<file path="src/rtl/tty_pkg.sv">
// Shared constants, control codes and encodings for the text-mode console writer.
package tty_pkg;

  localparam int COLS         = 80;
  localparam int ROWS         = 25;
  localparam int CELLS        = COLS * ROWS;
  localparam int VRAM_BYTES   = 2 * CELLS;
  localparam int ROW_BYTES    = 2 * COLS;
  localparam int SCROLL_BYTES = VRAM_BYTES - ROW_BYTES;

  localparam logic [7:0] BLANK = 8'h20;
  localparam logic [7:0] CH_BS = 8'h08;
  localparam logic [7:0] CH_LF = 8'h0A;
  localparam logic [7:0] CH_FF = 8'h0C;
  localparam logic [7:0] CH_CR = 8'h0D;

  typedef enum logic [2:0] {
    IDLE,
    WCHAR,
    WATTR,
    SCR_RD,
    SCR_WR,
    FILL,
    CLEAR
  } state_e;

  typedef enum logic [2:0] {
    CUR_NOP,
    CUR_ADVANCE,
    CUR_CR,
    CUR_LF,
    CUR_BS,
    CUR_HOME
  } cur_op_e;

endpackage

</file>
<file path="src/rtl/tty_writer_if.sv">
// Byte stream in, text VRAM write/read port and cursor index out.
interface tty_writer_if;
  logic        in_valid;
  logic [7:0]  in_data;
  logic        in_ready;
  logic [7:0]  attr;
  logic [11:0] vram_address;
  logic [7:0]  vram_wdata;
  logic        vram_we;
  logic [7:0]  vram_rdata;
  logic [10:0] cursor;

  // Writer side.
  modport slave (
    input  in_valid, in_data, attr, vram_rdata,
    output in_ready, vram_address, vram_wdata, vram_we, cursor
  );

  // Host and RAM side.
  modport master (
    output in_valid, in_data, attr, vram_rdata,
    input  in_ready, vram_address, vram_wdata, vram_we, cursor
  );
endinterface

</file>
<file path="src/rtl/tty_cursor.sv">
// Column/row counters with the cell index kept incrementally alongside them,
// so the cursor never needs a multiply or divide.
module tty_cursor
  import tty_pkg::*;
(
  input  logic        clock_25,
  input  logic        reset_n,
  input  cur_op_e     op,
  output logic [10:0] cursor,
  output logic        last_row,
  output logic        last_cell
);

  logic [6:0] col;
  logic [4:0] row;

  assign last_row  = (row == 5'(ROWS - 1));
  assign last_cell = last_row && (col == 7'(COLS - 1));

  always_ff @(posedge clock_25 or negedge reset_n) begin
    if (!reset_n) begin
      col    <= '0;
      row    <= '0;
      cursor <= '0;
    end else begin
      case (op)
        CUR_ADVANCE: begin
          if (col == 7'(COLS - 1)) begin
            col <= '0;
            if (last_row) begin
              // Wrapping off the bottom lands at the start of the last row.
              cursor <= 11'(CELLS - COLS);
            end else begin
              row    <= row + 5'd1;
              cursor <= cursor + 11'd1;
            end
          end else begin
            col    <= col + 7'd1;
            cursor <= cursor + 11'd1;
          end
        end
        CUR_CR: begin
          col    <= '0;
          cursor <= cursor - 11'(col);
        end
        CUR_LF: begin
          if (!last_row) begin
            row    <= row + 5'd1;
            cursor <= cursor + 11'(COLS);
          end
        end
        CUR_BS: begin
          if (col != '0) begin
            col    <= col - 7'd1;
            cursor <= cursor - 11'd1;
          end else if (row != '0) begin
            col    <= 7'(COLS - 1);
            row    <= row - 5'd1;
            cursor <= cursor - 11'd1;
          end
        end
        CUR_HOME: begin
          col    <= '0;
          row    <= '0;
          cursor <= '0;
        end
        default: ;
      endcase
    end
  end

endmodule

</file>
<file path="src/rtl/tty_writer.sv">
// Console writer: accepts ASCII bytes, writes char/attr pairs to text VRAM,
// handles CR/LF/BS/FF and scrolls by copying rows up through the RAM port.
module tty_writer
  import tty_pkg::*;
(
  input  logic         clock_25,
  input  logic         reset_n,
  tty_writer_if.slave  bus
);

  state_e      state;
  logic [11:0] idx;
  logic [11:0] idx_next;
  logic [11:0] addr_q;
  logic [7:0]  wdata_q;
  logic [7:0]  attr_q;
  logic        we_q;
  logic        accept;
  logic [10:0] cursor;
  logic        last_row;
  logic        last_cell;
  cur_op_e     cur_op;

  assign accept   = (state == IDLE) && bus.in_valid;
  assign idx_next = idx + 12'd1;

  always_comb begin
    cur_op = CUR_NOP;
    case (state)
      IDLE: begin
        if (accept) begin
          case (bus.in_data)
            CH_CR:   cur_op = CUR_CR;
            CH_BS:   cur_op = CUR_BS;
            CH_LF:   cur_op = last_row ? CUR_NOP : CUR_LF;
            default: cur_op = CUR_NOP;
          endcase
        end
      end
      WATTR:   cur_op = CUR_ADVANCE;
      CLEAR:   cur_op = (idx == 12'(VRAM_BYTES - 1)) ? CUR_HOME : CUR_NOP;
      default: cur_op = CUR_NOP;
    endcase
  end

  tty_cursor u_cursor (
    .clock_25  (clock_25),
    .reset_n   (reset_n),
    .op        (cur_op),
    .cursor    (cursor),
    .last_row  (last_row),
    .last_cell (last_cell)
  );

  always_ff @(posedge clock_25 or negedge reset_n) begin
    if (!reset_n) begin
      state   <= IDLE;
      idx     <= '0;
      addr_q  <= '0;
      wdata_q <= '0;
      attr_q  <= '0;
      we_q    <= 1'b0;
    end else begin
      case (state)
        IDLE: begin
          if (accept) begin
            attr_q <= bus.attr;
            case (bus.in_data)
              CH_FF: begin
                state   <= CLEAR;
                idx     <= '0;
                addr_q  <= '0;
                wdata_q <= BLANK;
                we_q    <= 1'b1;
              end
              CH_LF: begin
                if (last_row) begin
                  state  <= SCR_RD;
                  idx    <= '0;
                  addr_q <= 12'(ROW_BYTES);
                end
              end
              CH_CR, CH_BS: ;
              default: begin
                state   <= WCHAR;
                addr_q  <= {cursor, 1'b0};
                wdata_q <= bus.in_data;
                we_q    <= 1'b1;
              end
            endcase
          end
        end
        WCHAR: begin
          state   <= WATTR;
          addr_q  <= addr_q + 12'd1;
          wdata_q <= attr_q;
        end
        WATTR: begin
          we_q <= 1'b0;
          if (last_cell) begin
            state  <= SCR_RD;
            idx    <= '0;
            addr_q <= 12'(ROW_BYTES);
          end else begin
            state <= IDLE;
          end
        end
        SCR_RD: begin
          state  <= SCR_WR;
          addr_q <= idx;
          we_q   <= 1'b1;
        end
        SCR_WR: begin
          if (idx == 12'(SCROLL_BYTES - 1)) begin
            state   <= FILL;
            idx     <= 12'(SCROLL_BYTES);
            addr_q  <= 12'(SCROLL_BYTES);
            wdata_q <= BLANK;
          end else begin
            state  <= SCR_RD;
            idx    <= idx_next;
            addr_q <= idx_next + 12'(ROW_BYTES);
            we_q   <= 1'b0;
          end
        end
        FILL, CLEAR: begin
          if (idx == 12'(VRAM_BYTES - 1)) begin
            state <= IDLE;
            we_q  <= 1'b0;
          end else begin
            idx     <= idx_next;
            addr_q  <= idx_next;
            // Even bytes are characters, odd bytes attributes.
            wdata_q <= idx[0] ? BLANK : attr_q;
          end
        end
        default: state <= IDLE;
      endcase
    end
  end

  // NOTE: read data arrives one cycle after the read address, i.e. during the
  // write cycle itself, so it is forwarded straight through instead of being
  // registered (registering would cost a third cycle per copied byte).
  assign bus.vram_wdata   = (state == SCR_WR) ? bus.vram_rdata : wdata_q;
  assign bus.vram_address = addr_q;
  assign bus.vram_we      = we_q;
  assign bus.in_ready     = (state == IDLE);
  assign bus.cursor       = cursor;

endmodule

</file>
<file path="src/flat_wrapper.sv">
// flat-port wrapper written by rule: the top's interface ports become plain ports
module tty_writer_flat import tty_pkg::*;
  (clock_25, reset_n, bus_in_valid, bus_in_data, bus_attr, bus_vram_rdata, bus_in_ready, bus_vram_address, bus_vram_wdata, bus_vram_we, bus_cursor);
  tty_writer_if bus_i ();
  input  logic clock_25;
  input  logic reset_n;
  input wire logic [$bits(bus_i.in_valid)-1:0] bus_in_valid;
  input wire logic [$bits(bus_i.in_data)-1:0] bus_in_data;
  input wire logic [$bits(bus_i.attr)-1:0] bus_attr;
  input wire logic [$bits(bus_i.vram_rdata)-1:0] bus_vram_rdata;
  output wire logic [$bits(bus_i.in_ready)-1:0] bus_in_ready;
  output wire logic [$bits(bus_i.vram_address)-1:0] bus_vram_address;
  output wire logic [$bits(bus_i.vram_wdata)-1:0] bus_vram_wdata;
  output wire logic [$bits(bus_i.vram_we)-1:0] bus_vram_we;
  output wire logic [$bits(bus_i.cursor)-1:0] bus_cursor;
  assign bus_i.in_valid = bus_in_valid;
  assign bus_i.in_data = bus_in_data;
  assign bus_i.attr = bus_attr;
  assign bus_i.vram_rdata = bus_vram_rdata;
  assign bus_in_ready = bus_i.in_ready;
  assign bus_vram_address = bus_i.vram_address;
  assign bus_vram_wdata = bus_i.vram_wdata;
  assign bus_vram_we = bus_i.vram_we;
  assign bus_cursor = bus_i.cursor;
  tty_writer u_core (.clock_25(clock_25), .reset_n(reset_n), .bus(bus_i));
endmodule
</file>
<file path="config.mk">
export PLATFORM = sky130hd
export DESIGN_NAME = tty_writer_flat
export DESIGN_NICKNAME = d
export VERILOG_FILES = /design/src/rtl/tty_pkg.sv /design/src/rtl/tty_writer_if.sv /design/src/rtl/tty_cursor.sv /design/src/rtl/tty_writer.sv /design/src/flat_wrapper.sv
export SDC_FILE = /design/constraint.sdc
export NUM_CORES = 1
export LEC_CHECK = 0
export ABC_AREA = 1
export BUFFER_PORTS_ARGS = -buffer_cell sky130_fd_sc_hd__buf_4
export CAP_MARGIN = 20
export CORE_UTILIZATION = 25
export DETAILED_ROUTE_END_ITERATION = 16
export SLEW_MARGIN = 20
export SYNTH_ARGS = -nofsm -noshare
export SYNTH_HDL_FRONTEND = slang
export SYNTH_SLANG_ARGS = --single-unit
</file>
<file path="constraint.sdc">
create_clock -name clock_25 -period 2.64 [get_ports clock_25]
set_input_delay 0.528 -clock clock_25 [delete_from_list [all_inputs] [get_ports clock_25]]
set_output_delay 0.528 -clock clock_25 [all_outputs]
set_load 0.005 [all_outputs]
</file>
# Word level (Yosys, flattened, before mapping)
# Cells that the tools add are included.
# W data, S select, Z words.
dict set report word_totals {
  regBits 67
  latchBits 0
  ram_bits 0
  rom_bits 0
  out_inout_bits 33
  wordCells 131
  memories 0
}
dict set report classes {
  add_sub_neg 11
  multipliers 0
  div 0
  magnitude_cmp 0
  eq_ne 34
  n_shift 0
  muxes 52
  bitwise_logic 0
  reduce_logical 25
}
# operator n
set op_table {}
lappend op_table {{$mux W12} 9}
lappend op_table {{$pmux W12 S6} 1}
lappend op_table {{$mux W11} 5}
lappend op_table {{$pmux W11 S5} 1}
lappend op_table {{$pmux W12 S4} 1}
lappend op_table {{$mux W8} 5}
lappend op_table {{$pmux W12 S3} 1}
lappend op_table {{$eq A8 B4 Y1 const B} 4}
lappend op_table {{$pmux W8 S4} 1}
lappend op_table {{$pmux W3 S3} 3}
lappend op_table {{$add A12 B1 Y12 const B} 2}
lappend op_table {{$eq A12 B12 Y1 const B} 2}
lappend op_table {{$pmux W12 S2} 1}
lappend op_table {{$mux W7} 3}
lappend op_table {{$pmux W7 S3} 1}
lappend op_table {{$mux W5} 4}
lappend op_table {{$pmux W5 S4} 1}
lappend op_table {{$mux W3} 6}
lappend op_table {{$pmux W3 S6} 1}
lappend op_table {{$ne A2 B2 Y1 const B} 8}
lappend op_table {{$pmux W8 S2} 1}
lappend op_table {{$eq A3 B3 Y1 const B} 5}
lappend op_table {{$reduce_bool A5 Y1} 3}
lappend op_table {{$add A12 B8 Y12 const B} 1}
lappend op_table {{other kinds (32)} 52}

# Depth between registers and ports, before layout
dict set report logic_depth {
  depth_word 9
  mapped_depth 20
  depth_no_buf 19
}

# Modules after synthesis
# From an unflattened synthesis, not the netlist that was laid out.
dict set report hier_totals {
  cells_unflattened 894
  area_unflattened_um2 5805.6
}
# mod instances cells_per_inst area_each_um2
set modules_own_cells {}
lappend modules_own_cells {tty_writer 1 493 3320.7}
lappend modules_own_cells {tty_cursor 1 401 2484.9}

# Worst setup path before layout
# No wires, ideal clock.
dict set report synth_timing {
  path_type {reg2reg}
  from {reg u_core.state[2]}
  to {reg u_core.u_cursor.cursor[10]}
  setup_ns 0.116
  t_arrival_ns 2.444
  required_ns 2.524
  path_slack_ns 0.079
  path_stages_with_launch 21
  n_path_buf 3
  cell_sequence {dfrtp_1 buf_2 nor2_4 nand2_2 nor2_2 buf_4 nand4_1 buf_2 nand2_1 ha_1 fa_1 inv_1 nand3_1 nand3_1 nand3_1 nand3_1 nand2_1 nand3_1 nand3_1 nand2_1 nand2_1}
}
dict set report synth_via {
  elab_chain_len 7
  word_cells_on_any_way 16
}
# element line_no
set synth_rtl {}
lappend synth_rtl {{from (decl)} tty_writer.sv:11} ;# state_e state;
lappend synth_rtl {{from (signal assigned)} tty_writer.sv:57} ;# state <= IDLE;
lappend synth_rtl {{from (signal assigned)} tty_writer.sv:70} ;# state <= CLEAR;
lappend synth_rtl {{from (signal assigned)} tty_writer.sv:78} ;# state <= SCR_RD;
lappend synth_rtl {{$logic_not A3 Y1} {tty_writer.sv:24, tty_writer.sv:29}}
lappend synth_rtl {{$logic_and A1 B1 Y1} tty_writer.sv:24} ;# assign accept = (state == IDLE) && bus.in_valid;
lappend synth_rtl {{$mux W3} tty_writer.sv:31} ;# if (accept) begin
lappend synth_rtl {{$pmux W3 S3 (*)} tty_writer.sv:29} ;# case (state)
lappend synth_rtl {{$eq A3 B3 Y1 (tied with other cells)} tty_cursor.sv:26} ;# case (op)
lappend synth_rtl {{$ne A3 B3 Y1 (no line) (tied with other cells)} --}
lappend synth_rtl {{$reduce_and A3 Y1 (no line)} --}
lappend synth_rtl {{to (signal assigned)} tty_cursor.sv:32} ;# cursor <= 11'(CELLS - COLS);
lappend synth_rtl {{to (signal assigned)} tty_cursor.sv:35} ;# cursor <= cursor + 11'd1;
lappend synth_rtl {{to (signal assigned)} tty_cursor.sv:39} ;# cursor <= cursor + 11'd1;
lappend synth_rtl {{to (decl)} tty_cursor.sv:9} ;# output logic [10:0] cursor,
# Every way passes the cells marked *; elsewhere a longest branch is shown, timed or not.
# A chain may end at the register's enable or synchronous reset.

# Worst setup path in the final report
dict set report layout_timing {
  from {reg u_core.idx[1]}
  to {reg u_core.addr_q[11] (netlist: u_core.bus.vram_address[11])}
}
dict set report layout_via {
  elab_chain_len 4
  word_cells_on_any_way 9
}
# element line_no
set layout_rtl {}
lappend layout_rtl {{from (decl)} tty_writer.sv:12} ;# logic [11:0] idx;
lappend layout_rtl {{from (signal assigned)} tty_writer.sv:116} ;# idx <= 12'(SCROLL_BYTES);
lappend layout_rtl {{from (signal assigned)} tty_writer.sv:121} ;# idx <= idx_next;
lappend layout_rtl {{from (signal assigned)} tty_writer.sv:131} ;# idx <= idx_next;
lappend layout_rtl {{$add A12 B1 Y12} tty_writer.sv:25} ;# assign idx_next = idx + 12'd1;
lappend layout_rtl {{$add A12 B8 Y12} tty_writer.sv:122} ;# addr_q <= idx_next + 12'(ROW_BYTES);
lappend layout_rtl {{$mux W12} tty_writer.sv:114} ;# if (idx == 12'(SCROLL_BYTES - 1)) begin
lappend layout_rtl {{$pmux W12 S6} tty_writer.sv:64} ;# case (state)
lappend layout_rtl {{to (signal assigned)} tty_writer.sv:117} ;# addr_q <= 12'(SCROLL_BYTES);
lappend layout_rtl {{to (signal assigned)} tty_writer.sv:122}
lappend layout_rtl {{to (signal assigned)} tty_writer.sv:132} ;# addr_q <= idx_next;
lappend layout_rtl {{to (decl)} tty_writer.sv:14} ;# logic [11:0] addr_q;
# Several ways; a longest one is shown, not always the timed one. The select of a mux whose other input is x is not followed.

==> flow_metrics.tcl <==
set metrics [dict create \
    peakVddDrop_v 0.0003948 \
    rsz0062_at_grt "true" \
    die_h_um 152.8 \
    cts_buffers 9 \
    io-pin-count 60 \
    design_area_um2 7022 \
    max-slew-margin-rel 0.6023 \
    core_area_um2 22030 \
    die_area_um2 23340 \
    ys.flop_type "dfrtp_1" \
    vias_per_cell 4.794 \
    cp.arrival_ns 2.70 \
    cellPowerDensity_nw_per_um2 1053 \
    wirelength_mm 18.43 \
    clockBufferDepth 2 \
    hold_buffers 0 \
    antenna_found_initial 1 \
    synth_top_area_share 0.2950 \
    final_nets 1042 \
    clock_sinks 67 \
    grt_pass1_wl_mm 29.79 \
    cp-start-kind "flop" \
    cp_data_required_time_ns 2.87 \
    grt-ovfl-total 0 \
    worst_slack_ns 0.1717 \
    drc 0 \
    dr.pass1.iters 7 \
    finalCoreUtilization 0.3188 \
    fin_crit_sh 0.9350 \
    netlist_area_um2 5684 \
    floorplan.initialDensity 0.2581 \
    cap_viol_max_count 0 \
    setup_viol 0 \
    ys_ff_latch 67 \
    skew_ns 0.009899 \
    avgSynthCellArea_um2 6.288 \
    synthTopCellsByArea "dfrtp_1, nand2_1, nand3_1, inv_1, nor2_1" \
    grt_pass1_vias 5765 \
    htreeDepth 3 \
    port_buffers 59 \
    ys_types 40 \
    drt_iter0_drc 563 \
    path_max_fanout 5 \
    wl_per_cell_um 14.39 \
    num_rows 54 \
    dpl_worst_slack_ns -0.02205 \
    power_w 0.007391 \
    path_clk_slew_ns 0.06 \
    track_usage 0.1618 \
    hold_viol_final 0 \
    tightest_slew_ns 0.5903 \
    period_needed_ns 2.468 \
    fillers 2437 \
    leakagePower_nw 3.540 \
    reg2reg_slack_ns 0.17 \
    ant_nets 0 \
    yosysSeqAreaShare 0.2950 \
    status "completed" \
    synth_edf_count 0 \
    criticalPathCategory "flop to flop" \
    synthCells 904 \
    gp_congestion 0.9523 \
    drv_slew 0 \
    cts_tree "done" \
    die_w_um 152.8 \
    synth_warnings 0 \
    min_path_type "input pin to async pin" \
    clock_latency_ns 0.35 \
    synth_area_leader_cell "dfrtp_1" \
    end_kind "flop" \
    area_growth_pct 23.53 \
    grt_max_degree 68 \
    place_area_um2 6651 \
    max_clock_freq_mhz 405.1 \
    place_hpwl_mm 14.32 \
    synthArstFlopShare 1.000 \
    route.vias.total 6141 \
    reg2reg_depth 17 \
    drive_gt1_frac 0.1610 \
    syn_nets 951 \
    cts_root_buffer "clkbuf_16" \
    timing.hold.ws_ns 0.1809 \
]
==> critical path: stages, from the launching register on <==
cell,delay (ns)
dfrtp_1,0.44
ha_1,0.29
nand2_1,0.09
nor2_1,0.34
nand2_1,0.13
nand2_1,0.14
inv_1,0.05
ha_1,0.20
inv_1,0.07
nand3_1,0.10
nand2_1,0.10
inv_1,0.06
nand2_1,0.06
nand2_1,0.05
nand3_1,0.06
nand2_1,0.05
nand2_1,0.05
nand2_1,0.05
==> layout by cell type, fill, tap and decap left out, types with 5 or more instances in the layout <==
master	count
a21oi_1	16
buf_4	95
clkbuf_16	9
dfrtp_1	67
ha_1	16
inv_1	104
inv_2	8
nand2_1	300
nand2_2	5
nand3_1	91
nand3_2	6
nand4_1	11
nor2_1	90
nor2_2	7
nor3_1	8
o211ai_1	6
o21ai_0	63
o21ai_1	25
or2_2	6
xor2_1	18
==> where the power goes <==
part           internal, W  switching [W]
logic              0.00172        0.00268
registers          0.00139       0.000432
clock network     0.000689       0.000470
total              0.00381        0.00359
==> registers in the layout, indices dropped and copies added (netlist names) <==
signal,flops
u_core.wdata_q,8
u_core.u_cursor.row,5
u_core.bus.vram_address,12
u_core.bus.vram_we,1
u_core.attr_q,8
u_core.idx,12
u_core.state,3
u_core.u_cursor.cursor,11
u_core.u_cursor.col,7
==> cell type report <==
type / instances / area [um2] / share of cell area
Antenna cell: 1 / 2.502 / 0.0003564
Clock inverter: 3 / 21.27 / 0.003029
Timing Repair Buffer: 98 / 764.5 / 0.1089
Inverter: 114 / 431.7 / 0.06148
Tap cell: 280 / 350.3 / 0.04989
Multi-Input combinational cell: 705 / 3515 / 0.5005
Sequential cell: 67 / 1677 / 0.2388
Clock buffer: 13 / 260.3 / 0.03706
==> Yosys cell counts (4+ instances only) <==
cell type and instances:
nand2_1 300, inv_1 106, nand3_1 94, nor2_1 91, dfrtp_1 67, o21ai_0 64, o21ai_1 24, ha_1 18
xor2_1 18, a21oi_1 17, nand4_1 11, nor3_1 8, buf_2 7, inv_2 7, nor2_2 7, nand2_2 6
o211ai_1 6, or2_2 6, buf_4 4, buf_6 4
==> cells by family after synthesis <==
group / count (synthesis) / share of synthesized area
compound gates: 131 / 0.1292
buf+inv: 132 / 0.09663
xor+xnor: 21 / 0.03236
fa+ha+maj: 20 / 0.04667
simple gates: 533 / 0.4002
flops: 67 / 0.2950
==> worst paths after layout <==
check | startpoint | to
setup / recovery | u_core.idx[1] | u_core.bus.vram_address[11]
hold / removal | reset_n | u_core.bus.vram_address[7]
max in group asynchronous | reset_n | u_core.u_cursor.cursor[10]
min in group clock_25 | bus_attr[4] | u_core.attr_q[4]
hold reg to reg | u_core.wdata_q[5] | u_core.wdata_q[5]
setup reg to reg | u_core.idx[1] | u_core.bus.vram_address[11]
==> repair_timing <==
item,in CTS,in global routing
setup endpoints to repair,0,11
resized for setup,0,13
buffers inserted,0,3
==> per-stage QoR <==
step	TNS, ns	instances
after floorplan	0	904
after global placement	-0.01503	1261
after detailed placement	-0.04302	1261
after CTS	0	1277
after global routing	-0.01313	1280
final	0	1281
==> routing by layer <==
layer,wire length [um],vias to the layer above,track usage
met5,0,-,0
met4,413,0,0.05724
met3,1219,35,0.04039
met2,8504,206,0.2608
met1,8294,2803,0.2090
li1,-,3097,-
Note: power is estimated with default switching activity, not from simulation.
